==> config.mk <==
export PLATFORM = sky130hd
export DESIGN_NAME = q_out_pack8_flat
export DESIGN_NICKNAME = d
export VERILOG_FILES = /design/src/rtl/npu8_pkg.sv /design/src/rtl/q_out_pack8_if.sv /design/src/rtl/q_fifo32.sv /design/src/rtl/q_out_pack8.sv /design/src/flat_wrapper.sv
export SDC_FILE = /design/constraint.sdc
export NUM_CORES = 1
export LEC_CHECK = 0
export CAP_MARGIN = 20
export CORE_MARGIN = 10
export CORE_UTILIZATION = 45
export DETAILED_ROUTE_END_ITERATION = 8
export HOLD_SLACK_MARGIN = 0.05
export PLACE_DENSITY = 0.65
export SYNTH_ARGS = -nofsm -noshare
export SYNTH_HDL_FRONTEND = slang
export SYNTH_SLANG_ARGS = --single-unit
export TNS_END_PERCENT = 100
==> constraint.sdc <==
create_clock -name CLK -period 9.3 [get_ports CLK]
set_input_delay 1.395 -clock CLK [delete_from_list [all_inputs] [get_ports CLK]]
set_output_delay 1.395 -clock CLK [all_outputs]
set_load 0.05 [all_outputs]
==> src/rtl/npu8_pkg.sv <==
// npu8 shared types and constants.
// Used by the q_out byte packer and its FIFO.
package npu8_pkg;

  typedef enum logic [1:0] {
    ST_IDLE   = 2'd0,
    ST_RUN    = 2'd1,
    ST_FLUSH  = 2'd2,
    ST_FINISH = 2'd3
  } pack_state_t;

  localparam logic [15:0] VMIN_INIT = 16'h7FFF;
  localparam logic [15:0] VMAX_INIT = 16'h8000;

  localparam int FIFO_DEPTH_DEF = 4;
  localparam int WORD_W = 32;
  localparam int ADDR_W = 16;

endpackage

==> src/rtl/q_out_pack8_if.sv <==
// Word-write bus from the packer to the sink.
// Valid/ready handshake, data held while stalled.
interface q_out_pack8_if;
  logic        WR_VALID;
  logic        WR_READY;
  logic [31:0] WR_DATA;
  logic [15:0] WR_ADDR;

  modport master (
    output WR_VALID,
    output WR_DATA,
    output WR_ADDR,
    input  WR_READY
  );

  modport slave (
    input  WR_VALID,
    input  WR_DATA,
    input  WR_ADDR,
    output WR_READY
  );
endinterface

==> src/rtl/q_fifo32.sv <==
// Synchronous FIFO for packed words plus their address.
// Head entry is visible on rdata whenever not empty.
module q_fifo32 #(
  parameter int DEPTH = 4,
  parameter int WIDTH = 48
) (
  input  logic             CLK,
  input  logic             RESET_X,
  input  logic             push,
  input  logic             pop,
  input  logic [WIDTH-1:0] wdata,
  output logic [WIDTH-1:0] rdata,
  output logic             full,
  output logic             empty
);

  localparam int AW = $clog2(DEPTH);

  logic [WIDTH-1:0] mem [DEPTH];
  logic [AW:0]      wp;
  logic [AW:0]      rp;
  logic             do_pop;
  logic             do_push;

  assign empty = (wp == rp);
  assign full  = (wp[AW] != rp[AW]) &&
                 (wp[AW-1:0] == rp[AW-1:0]);

  // A full FIFO still takes a word if the head leaves this cycle
  assign do_pop  = pop && !empty;
  assign do_push = push && (!full || do_pop);
  assign rdata   = mem[rp[AW-1:0]];

  always_ff @(posedge CLK or negedge RESET_X) begin
    if (!RESET_X) begin
      wp <= '0;
      rp <= '0;
      for (int i = 0; i < DEPTH; i++)
        mem[i] <= '0;
    end else begin
      if (do_push) begin
        mem[wp[AW-1:0]] <= wdata;
        wp <= wp + 1'b1;
      end
      if (do_pop)
        rp <= rp + 1'b1;
    end
  end

endmodule

==> src/rtl/q_out_pack8.sv <==
// Packs quantized bytes into 32-bit little-endian words,
// tracks the signed range, and streams words to memory.
module q_out_pack8
  import npu8_pkg::*;
#(
  parameter int FIFO_DEPTH = FIFO_DEPTH_DEF
) (
  input  logic          CLK,
  input  logic          RESET_X,
  input  logic          START,
  input  logic [15:0]   VEC_LEN,
  input  logic [15:0]   BASE_ADDR,
  input  logic          IN_EN,
  input  logic [7:0]    IN_DATA,
  input  logic [15:0]   IN_MIN,
  input  logic [15:0]   IN_MAX,
  q_out_pack8_if.master wr,
  output logic          BUSY,
  output logic          DONE,
  output logic [15:0]   VEC_MIN,
  output logic [15:0]   VEC_MAX,
  output logic          OVERFLOW
);

  localparam int EW = WORD_W + ADDR_W;

  pack_state_t       state;
  logic [15:0]       len;
  logic [15:0]       base;
  logic [15:0]       cnt;
  logic [15:0]       widx;
  logic [WORD_W-1:0] acc;
  logic [WORD_W-1:0] word;
  logic [EW-1:0]     f_in;
  logic [EW-1:0]     f_out;
  logic              take;
  logic              last;
  logic              push;
  logic              pop;
  logic              full;
  logic              empty;

  assign take = (state == ST_RUN) && IN_EN && (cnt < len);
  assign last = (cnt + 16'd1) == len;
  // Upper lanes of acc are always zero, so OR places the new byte
  assign word = acc |
    ({24'd0, IN_DATA} << {cnt[1:0], 3'b000});
  assign push = take && ((cnt[1:0] == 2'd3) || last);
  assign f_in = {base + widx, word};

  assign pop         = wr.WR_VALID && wr.WR_READY;
  assign wr.WR_VALID = !empty;
  assign wr.WR_DATA  = f_out[WORD_W-1:0];
  assign wr.WR_ADDR  = f_out[EW-1:WORD_W];

  q_fifo32 #(
    .DEPTH (FIFO_DEPTH),
    .WIDTH (EW)
  ) u_fifo (
    .CLK     (CLK),
    .RESET_X (RESET_X),
    .push    (push),
    .pop     (pop),
    .wdata   (f_in),
    .rdata   (f_out),
    .full    (full),
    .empty   (empty)
  );

  always_ff @(posedge CLK or negedge RESET_X) begin
    if (!RESET_X) begin
      state    <= ST_IDLE;
      len      <= '0;
      base     <= '0;
      cnt      <= '0;
      widx     <= '0;
      acc      <= '0;
      BUSY     <= 1'b0;
      DONE     <= 1'b0;
      VEC_MIN  <= VMIN_INIT;
      VEC_MAX  <= VMAX_INIT;
      OVERFLOW <= 1'b0;
    end else begin
      DONE <= 1'b0;
      unique case (state)
        ST_IDLE: begin
          if (START) begin
            len      <= VEC_LEN;
            base     <= BASE_ADDR;
            cnt      <= '0;
            widx     <= '0;
            acc      <= '0;
            VEC_MIN  <= VMIN_INIT;
            VEC_MAX  <= VMAX_INIT;
            OVERFLOW <= 1'b0;
            BUSY     <= 1'b1;
            state    <= (VEC_LEN == 16'd0) ?
                        ST_FLUSH : ST_RUN;
          end
        end
        ST_RUN: begin
          if (take) begin
            cnt <= cnt + 16'd1;
            acc <= push ? '0 : word;
            if (push)
              widx <= widx + 16'd1;
            if ($signed(IN_MIN) < $signed(VEC_MIN))
              VEC_MIN <= IN_MIN;
            if ($signed(IN_MAX) > $signed(VEC_MAX))
              VEC_MAX <= IN_MAX;
            if (last)
              state <= ST_FLUSH;
          end
        end
        ST_FLUSH: begin
          if (empty) begin
            BUSY  <= 1'b0;
            DONE  <= 1'b1;
            state <= ST_FINISH;
          end
        end
        ST_FINISH: state <= ST_IDLE;
        default:   state <= ST_IDLE;
      endcase
      if (push && full && !pop)
        OVERFLOW <= 1'b1;
    end
  end

endmodule

==> src/flat_wrapper.sv <==
// flat-port wrapper written by rule: the top's interface ports become plain ports
module q_out_pack8_flat import npu8_pkg::*;
#(
  parameter int FIFO_DEPTH = FIFO_DEPTH_DEF
)
  (CLK, RESET_X, START, VEC_LEN, BASE_ADDR, IN_EN, IN_DATA, IN_MIN, IN_MAX, BUSY, DONE, VEC_MIN, VEC_MAX, OVERFLOW, wr_WR_VALID, wr_WR_DATA, wr_WR_ADDR, wr_WR_READY);
  q_out_pack8_if wr_i ();
  input  logic CLK;
  input  logic RESET_X;
  input  logic START;
  input  logic [15:0] VEC_LEN;
  input  logic [15:0] BASE_ADDR;
  input  logic IN_EN;
  input  logic [7:0] IN_DATA;
  input  logic [15:0] IN_MIN;
  input  logic [15:0] IN_MAX;
  output logic BUSY;
  output logic DONE;
  output logic [15:0] VEC_MIN;
  output logic [15:0] VEC_MAX;
  output logic OVERFLOW;
  output wire logic [$bits(wr_i.WR_VALID)-1:0] wr_WR_VALID;
  output wire logic [$bits(wr_i.WR_DATA)-1:0] wr_WR_DATA;
  output wire logic [$bits(wr_i.WR_ADDR)-1:0] wr_WR_ADDR;
  input wire logic [$bits(wr_i.WR_READY)-1:0] wr_WR_READY;
  assign wr_WR_VALID = wr_i.WR_VALID;
  assign wr_WR_DATA = wr_i.WR_DATA;
  assign wr_WR_ADDR = wr_i.WR_ADDR;
  assign wr_i.WR_READY = wr_WR_READY;
  q_out_pack8 #(.FIFO_DEPTH(FIFO_DEPTH)) u_core (.CLK(CLK), .RESET_X(RESET_X), .START(START), .VEC_LEN(VEC_LEN), .BASE_ADDR(BASE_ADDR), .IN_EN(IN_EN), .IN_DATA(IN_DATA), .IN_MIN(IN_MIN), .IN_MAX(IN_MAX), .wr(wr_i), .BUSY(BUSY), .DONE(DONE), .VEC_MIN(VEC_MIN), .VEC_MAX(VEC_MAX), .OVERFLOW(OVERFLOW));
endmodule
## Word-level counts from Yosys, hierarchy flattened

Index checks and enable logic that the tools add are counted.
Widths: inputs -> output; s select.

| word-level totals | value |
|---|---|
| output and inout port bits | 84 |
| register bits after elaboration | 331 |
| input bits | 77 |
| word-level logic and storage cells | 114 |

| operators by class | value |
|---|---|
| $add $sub $neg | 5 |
| magnitude comparators | 6 |
| mux-type cells | 38 |
| shift-type cells | 1 |
| bitwise operators | 3 |
| reduce and logical (&&, ||, !) cells | 29 |
| eq/ne operators | 15 |

Operators with widths:

| cell | number |
|---|---|
| $bwmux 192 | 1 |
| $mux 16 | 10 |
| $mux 48 | 3 |
| $pmux 16 s2 | 4 |
| $bmux 48 s2 | 1 |
| $demux 48 s2 | 1 |
| $mux 32 | 3 |
| $pmux 32 s2 | 1 |
| $add 16x1->16 const B | 2 |
| $lt 16x16->1 | 2 |
| $or 32x32->32 | 1 |
| $shl 8x5->32 | 1 |
| $add 16x16->16 | 1 |
| $eq 16x16->1 | 1 |
| $gt 16x16->1 | 1 |
| $logic_not 16->1 | 1 |
| $reduce_and 4->1 | 4 |
| $logic_and 1x1->1 | 10 |
| $mux 2 | 5 |
| $ne 2x1->1 const B | 4 |
| $pmux 2 s4 | 1 |
| $reduce_bool 2->1 | 4 |
| $mux 1 | 7 |
| $add 3x1->3 const B | 2 |
| other kinds (15) | 26 |

## Logic depth before layout (Yosys ltp)

Gate-level depths: netlist of the first run.

| depth | value |
|---|---|
| depth in word-level cells | 8 |
| mapped depth | 13 |
| mapped depth without buffers | 11 |

## Modules after synthesis

From an unflattened synthesis of the first run, not the netlist that was laid out.

| unflattened totals | value |
|---|---|
| cells, all modules | 1,418 |
| area total of the unflattened synthesis | 17,485.5 µm² |

By module, submodules not included:

| module | seq. area each (µm²) | area an instance (µm²) | times used | cells each |
|---|---|---|---|---|
| q_fifo32 | 4,954.8 | 8,808.4 | 1 | 508 |
| q_out_pack8 | 3,348.2 | 8,677.1 | 1 | 910 |

## Least setup slack after synthesis of the first run

OpenSTA, ideal clock, no wires.

| path | value |
|---|---|
| path type | input-to-reg |
| start | input IN_MIN[9] |
| end | register u_core.VEC_MIN[10] |
| cell stages on the path | 11 |
| setup time | 96 ps |
| arrival time | 3,699 ps |
| required time | 9,204 ps |
| path buffers | 2 |
| setup slack | 5,505 ps |
| path through | ha_1 -> a21o_1 -> a21o_1 -> a21oi_1 -> nor2_1 -> a2111oi_0 -> a2bb2oi_1 -> and2_1 -> clkbuf_1 -> clkbuf_1 -> a31oi_1 |

| on the way | value |
|---|---|
| cells in the longest elaborated chain, start to end | 3 |

Ends and longest elaborated chain:

| item | line | source |
|---|---|---|
| from (decl) | flat_wrapper.sv:15 | `input logic [15:0] IN_MIN;` |
| $lt 16x16->1 | q_out_pack8.sv:107 | `if ($signed(IN_MIN) < $signed(VEC_MIN))` |
| $ne 2x2->1 (no source line) | n/a |  |
| $reduce_and 4->1 (no source line) | n/a |  |
| to (signal assigned) | q_out_pack8.sv:80 | `VEC_MIN <= VMIN_INIT;` |
| to (signal assigned) | q_out_pack8.sv:93 | `VEC_MIN <= VMIN_INIT;` |
| to (signal assigned) | q_out_pack8.sv:108 | `VEC_MIN <= IN_MIN;` |
| to (decl) | q_out_pack8.sv:20 | `output logic [15:0] VEC_MIN,` |

No other way between the ends.
A chain may end at the register's enable or synchronous reset.

## Worst setup path in the final report of the first run

| path | value |
|---|---|
| start | register u_core.u_fifo.rp[1] |
| end | output wr_WR_VALID |

| on the way | value |
|---|---|
| cells in the longest elaborated chain, start to end | 2 |

Ends and longest elaborated chain:

| item | line | source |
|---|---|---|
| from (decl) | q_fifo32.sv:21 | `logic [AW:0] rp;` |
| from (signal assigned) | q_fifo32.sv:46 | `rp <= rp + 1'b1;` |
| $eq 3x3->1 | q_fifo32.sv:25 | `assign empty = (wp == rp);` |
| $logic_not 1->1 | q_out_pack8.sv:52 | `assign wr.WR_VALID = !empty;` |
| to (decl) | flat_wrapper.sv:22 | `output wire logic [$bits(wr_i.WR_VALID)-1:0] wr_WR_VALID;` |

No other way between the ends.

==> results_dict.tcl, run 1 <==
set metrics [dict create \
    status "finished clean" \
    leakagePower_nw 8.99 \
    synth_top_area_share_pct 47.1 \
    first_pass_iters 5 \
    nets 1835 \
    synth_commonest_cells "dfrtp_1, a21oi_1, nor2_1" \
    layout_setup_ws_ns 4.77 \
    synth_fp_nets 1705 \
    coreArea_mm2 0.0366 \
    worstMarginPinSlew_ns 1.08 \
    total_power_mw 5.59 \
    ys_ff_latch 331 \
    start_util_pct 45.7 \
    antenna_found_initial 0 \
    ctsHtreeMaxLevel 2 \
    rsz0062_at_grt "no" \
    fmax_mhz 221 \
    wl_per_cell_um 19.1 \
    grt_pass1_vias 12100 \
    syn_to_final_growth_pct 19.1 \
    cp.arrival_ns 3.14 \
    peakVddDrop_v 0.000143 \
    cts_tree "built" \
    multiInputGateArea_mm2 0.00766 \
    slew_violations 0 \
    seq_area_mm2 0.00831 \
    yosysMostFrequentCell "dfrtp_1" \
    max-cap-violations 0 \
    clk_latency_ns 0.53 \
    cp_data_required_time_ns 7.91 \
    postCtsSetupRepairBufs 0 \
    die_height_um 213 \
    clk_pin_slew_ns 0.06 \
    cts_resized 0 \
    final_util_pct 54.4 \
    cts_root_buf "clkbuf_16" \
    ys_warn_count 0 \
    ys.flop_type "dfrtp_1" \
    finalCritPeriodShare_pct 48.7 \
    grt_max_degree 112 \
    skew_ns 0.0232 \
    n_fill_cell 3194 \
    grt_overflow 0 \
    route.detailed.drc 0 \
    vias_per_cell 5.56 \
    min_path_type "reg -> reg" \
    ys_seq_area_share_pct 49.6 \
    insertedDiodeCount 0 \
    place_ws_ns 4.54 \
    relSlewSlack_pct 27.8 \
    critPathKind "reg -> out" \
    wirelength_mm 41.6 \
    syn_inst 1555 \
    hold_violations 0 \
    die_area_mm2 0.0453 \
    synth_edf_count 0 \
    cts.sinks 331 \
    finalSetupTns_ns 0 \
    async_flop_share_pct 100 \
    grt.total_usage_pct 18.4 \
    grt_first_pass_wirelength_mm 67.4 \
    yosysUniqueCellTypes 64 \
    critPathLaunchType "flop" \
    synthTopCellsByArea "dfrtp_1, mux4_2, a21oi_1" \
    die_w_um 213 \
    cts_made_buffers 38 \
    rows 70 \
    yosysTopAreaCell "dfrtp_1" \
    ioPinCount 161 \
    portBuffers 160 \
    clockBufferDepth 3 \
    gp_congestion 0.859 \
    synth_area_per_cell_um2 10.8 \
    setup_viol 0 \
    drive_above_1_share_pct 14.4 \
    powerDensity_mw_per_mm2 281 \
    min_period_ns 4.53 \
    dr_total_vias 12100 \
    hpwl_mm 28.0 \
    cp_max_fo 34 \
    ant_nets 0 \
    drt_iter0_drc 768 \
    netlist_area_mm2 0.0167 \
    worst_setup_path_end_kind "output pin" \
    hold_buffers 0 \
]
[path summary, 6_finish.rpt]
path                                     start                endpoint  slack [ns]  cells after the start
setup / recovery           u_core.u_fifo.rp[1]             wr_WR_VALID        4.77                      4
hold / removal                  u_core.acc[29]          u_core.acc[29]        0.48                      2
setup reg to reg                 u_core.cnt[1]  u_core.u_fifo.mem[185]        5.16                      9
hold reg to reg                 u_core.acc[29]          u_core.acc[29]        0.48                      2
max in group asynchronous              RESET_X           u_core.cnt[7]        6.78                      2
min in group asynchronous              RESET_X         u_core.widx[15]        0.92                      1
[through the flow]
stage | area (um^2) | hold WS [ns] | std cells
global route | 19900 | 0.501 | 2179
CTS | 19900 | 0.484 | 2176
floorplan | 16700 | 0.451 | 1555
global placement | 18600 | 0.461 | 2110
finish | 19900 | 0.479 | 2179
detailed placement | 18600 | 0.471 | 2110
[cell families (layout without fill, tap and decap cells)]
logic type	after synthesis	after routing	share of synthesized area, %
DFF	331	331	49.6
and+or+nand+nor	385	385	10.4
adders and majority gates	73	73	5.50
xor gates and xnor gates	50	50	2.62
buffers and inverters	177	333	4.65
AOI/OAI and AO/OA	395	395	14.4
muxes	144	144	12.9
[flip-flops by register name, summed over array words and instances, names as in the netlist]
name,count
u_core.u_fifo.rp,3
u_core.u_fifo.wp,3
u_core.VEC_MIN,16
u_core.u_fifo.mem,192
u_core.base,16
u_core.acc,32
u_core.len,16
u_core.VEC_MAX,16
u_core.widx,16
u_core.OVERFLOW,1
u_core.BUSY,1
u_core.cnt,16
u_core.DONE,1
u_core.state,2
[cell usage in the layout, fill, tap and decap left out, types with 4 or more instances in the layout]
cell type / n
o211ai_1: 4
buf_4: 14
dfrtp_1: 313
xnor2_1: 38
a31oi_1: 19
clkbuf_1: 10
a21o_1: 11
ha_1: 72
a22o_1: 8
nor2b_1: 8
dfstp_2: 16
mux2_2: 85
mux4_2: 48
a21oi_1: 203
and3_1: 4
o221ai_1: 8
nor2_1: 171
inv_1: 89
a21oi_4: 4
mux2i_1: 9
nand4_1: 15
a211oi_1: 4
a211o_1: 5
nand3_1: 42
nor3_1: 9
clkdlybuf4s50_1: 159
nand2b_1: 10
and2_1: 6
o31ai_1: 22
nand2_1: 90
nor4_1: 8
clkbuf_16: 39
a31o_2: 6
or3_1: 6
and4_1: 4
xor2_1: 12
clkbuf_8: 9
o21ai_0: 72
[per-layer routing]
metal | GRT usage [%] | routed length [um]
met3 | 2.93 | 1780
met2 | 30.4 | 20200
met1 | 24.9 | 18800
met5 | 0 | 0
met4 | 4.55 | 763
[cell type report]
cell class	instances	area share [%]
repair buffers	177	8.94
flip-flops and latches	331	41.7
clock buffers	58	5.71
inverters	90	1.70
clock inverters	8	0.578
multi-input cells	1047	38.4
well taps	468	2.94
[power by group]
| group | switching [mW] | internal (mW) |
|---|---|---|
| clock network | 0.595 | 0.899 |
| logic | 1.33 | 0.789 |
| registers | 0.242 | 1.74 |
| total | 2.17 | 3.43 |
[critical path: stages, from the launching register on]
cell and delay (ns):
dfrtp_2 0.65, buf_4 0.57, xnor2_1 0.16, nand3_1 0.30
clkdlybuf4s50_1 0.93
Note: power is estimated with default switching activity, not from simulation.
==> run 2: changes to the inputs <==
Settings changed: PLACE_DENSITY 0.65 to 0.68.
Clock period 9.3 ns to 3.65 ns, I/O delays scaled along.
==> run 2 against run 1 <==
Net effect: clock skew increased by 0.0010 ns; largest cell class unchanged; hold slack got worse by 0.41 ns; highest routed layer unchanged; largest power group unchanged; cell count rose by 0.83%; critical endpoint is now wr_WR_DATA[10]; critical path type unchanged; setup slack worse by 4.5 ns.
==> results_dict.tcl, run 2 (same netlist as run 1, synthesis figures left out) <==
set metrics [dict create \
    status "finished clean" \
    top_regs "u_core.u_fifo.mem (192), u_core.acc (32)" \
    top_register "u_core.u_fifo.mem" \
    total_power_mw 14.3 \
    ctsHtreeMaxLevel 2 \
    coreArea_mm2 0.0366 \
    final_util_pct 55.0 \
    drive_above_1_share_pct 15.5 \
    worst_setup_path_end_kind "output pin" \
    gp_congestion 0.872 \
    cts_tree "built" \
    cp_data_required_time_ns 3.10 \
    dr_total_vias 12200 \
    grt.total_usage_pct 18.7 \
    cts_made_buffers 38 \
    min_path_type "in -> async" \
    grt_max_degree 93 \
    relSlewSlack_pct 39.3 \
    syn_to_final_growth_pct 20.3 \
    rsz0062_at_grt "no" \
    peakVddDrop_v 0.000431 \
    cp_max_fo 20 \
    antenna_found_initial 0 \
    grt_overflow 0 \
    wl_per_cell_um 19.1 \
    hpwl_mm 29.1 \
    die_w_um 213 \
    cts_root_buf "clkbuf_16" \
    max-cap-violations 0 \
    skew_ns 0.0242 \
    critPathLaunchType "flop" \
    portBuffers 160 \
    hold_buffers 0 \
    setup_viol 0 \
    clk_pin_slew_ns 0.05 \
    min_period_ns 3.41 \
    cts.sinks 331 \
    insertedDiodeCount 0 \
    wirelength_mm 42.0 \
    clk_latency_ns 0.53 \
    final_cell_mix "dfrtp_1, a21oi_1, nor2_1" \
    clockBufferDepth 3 \
    ant_nets 0 \
    first_pass_iters 7 \
    seq_area_mm2 0.00831 \
    fmax_mhz 293 \
    leakagePower_nw 9.09 \
    die_height_um 213 \
    hold_violations 0 \
    drt_iter0_drc 868 \
    slew_violations 0 \
    grt_first_pass_wirelength_mm 68.1 \
    start_util_pct 45.7 \
    finalCritPeriodShare_pct 93.5 \
    rows 70 \
    ioPinCount 161 \
    final_common_cell "dfrtp_1" \
    finalSetupTns_ns 0 \
    die_area_mm2 0.0453 \
    n_fill_cell 3140 \
    worstMarginPinSlew_ns 0.908 \
    cp.arrival_ns 2.86 \
    largest_reg_flops 192 \
    powerDensity_mw_per_mm2 713 \
    multiInputGateArea_mm2 0.00767 \
    route.detailed.drc 0 \
    vias_per_cell 5.57 \
    grt_pass1_vias 12400 \
    nets 1854 \
    critPathKind "reg -> out" \
]
==> run 2: changes by cell type in the layout (fill, tap and decap cells not counted), moves of 2 or more <==
cell      delta
buf_4       +12
buf_12      +10
buf_16       -2
clkbuf_8     -2
clkinv_8     -2
==> run 2: worst paths after layout <==
path                                      from                     end  slack, ns  cells past startpoint
max in group asynchronous              RESET_X   u_core.u_fifo.mem[65]       2.68                      2
max reg2reg                      u_core.cnt[7]  u_core.u_fifo.mem[130]       0.26                      8
max                        u_core.u_fifo.rp[0]          wr_WR_DATA[10]       0.24                      3
min                                    RESET_X         u_core.base[15]       0.07                      1
min in group CLK                u_core.acc[22]          u_core.acc[22]       0.48                      2
min reg2reg                     u_core.acc[22]          u_core.acc[22]       0.48                      2
==> run 2: cell type report <==
| class | instances | share of cell area (%) |
|---|---|---|
| Clock buffer | 55 | 5.50 |
| Clock inverter | 10 | 0.560 |
| Inverter | 90 | 1.68 |
| Multi-Input combinational cell | 1047 | 38.1 |
| Sequential cell | 331 | 41.3 |
| Tap cell | 468 | 2.91 |
| Timing Repair Buffer | 196 | 9.95 |
==> run 2: what timing repair did <==
| item | 4_1_cts | 5_1_grt |
|---|---|---|
| endpoints found under the setup margin | 0 | 6 |
| gates resized for setup | 0 | 2 |
| buffers inserted | 0 | 0 |
==> run 2: through the flow <==
stage,cell area (um^2),instances,hold slack (ns),worst slack (ns)
6_report,20100,2197,0.0686,0.239
5_1_grt,20100,2197,0.122,0.0221
4_1_cts,20100,2197,0.0833,0.144
3_5_place_dp,18900,2132,0.471,0.234
3_3_place_gp,18900,2132,0.461,0.291
2_1_floorplan,16700,1555,0.252,0.477
==> run 2: metal layers <==
metal / track usage (%) / share of wire [%] / vias up
met1: 25.2 / 45 / 6055
met4: 4.90 / 2.0 / 0
met5: 0 / 0 / -
met3: 3.30 / 5.2 / 59
met2: 30.7 / 48 / 293
li1: - / - / 5836
==> run 2: critical path: stages, from the launching register on <==
cell and delay, ns:
dfrtp_4 0.72, buf_4 0.33, mux4_2 0.56, clkdlybuf4s50_1 0.73
==> run 2: power breakdown <==
group          switching, mW  internal, mW
Combinational           3.48          2.11
Clock                   1.47          2.24
Sequential             0.613          4.43
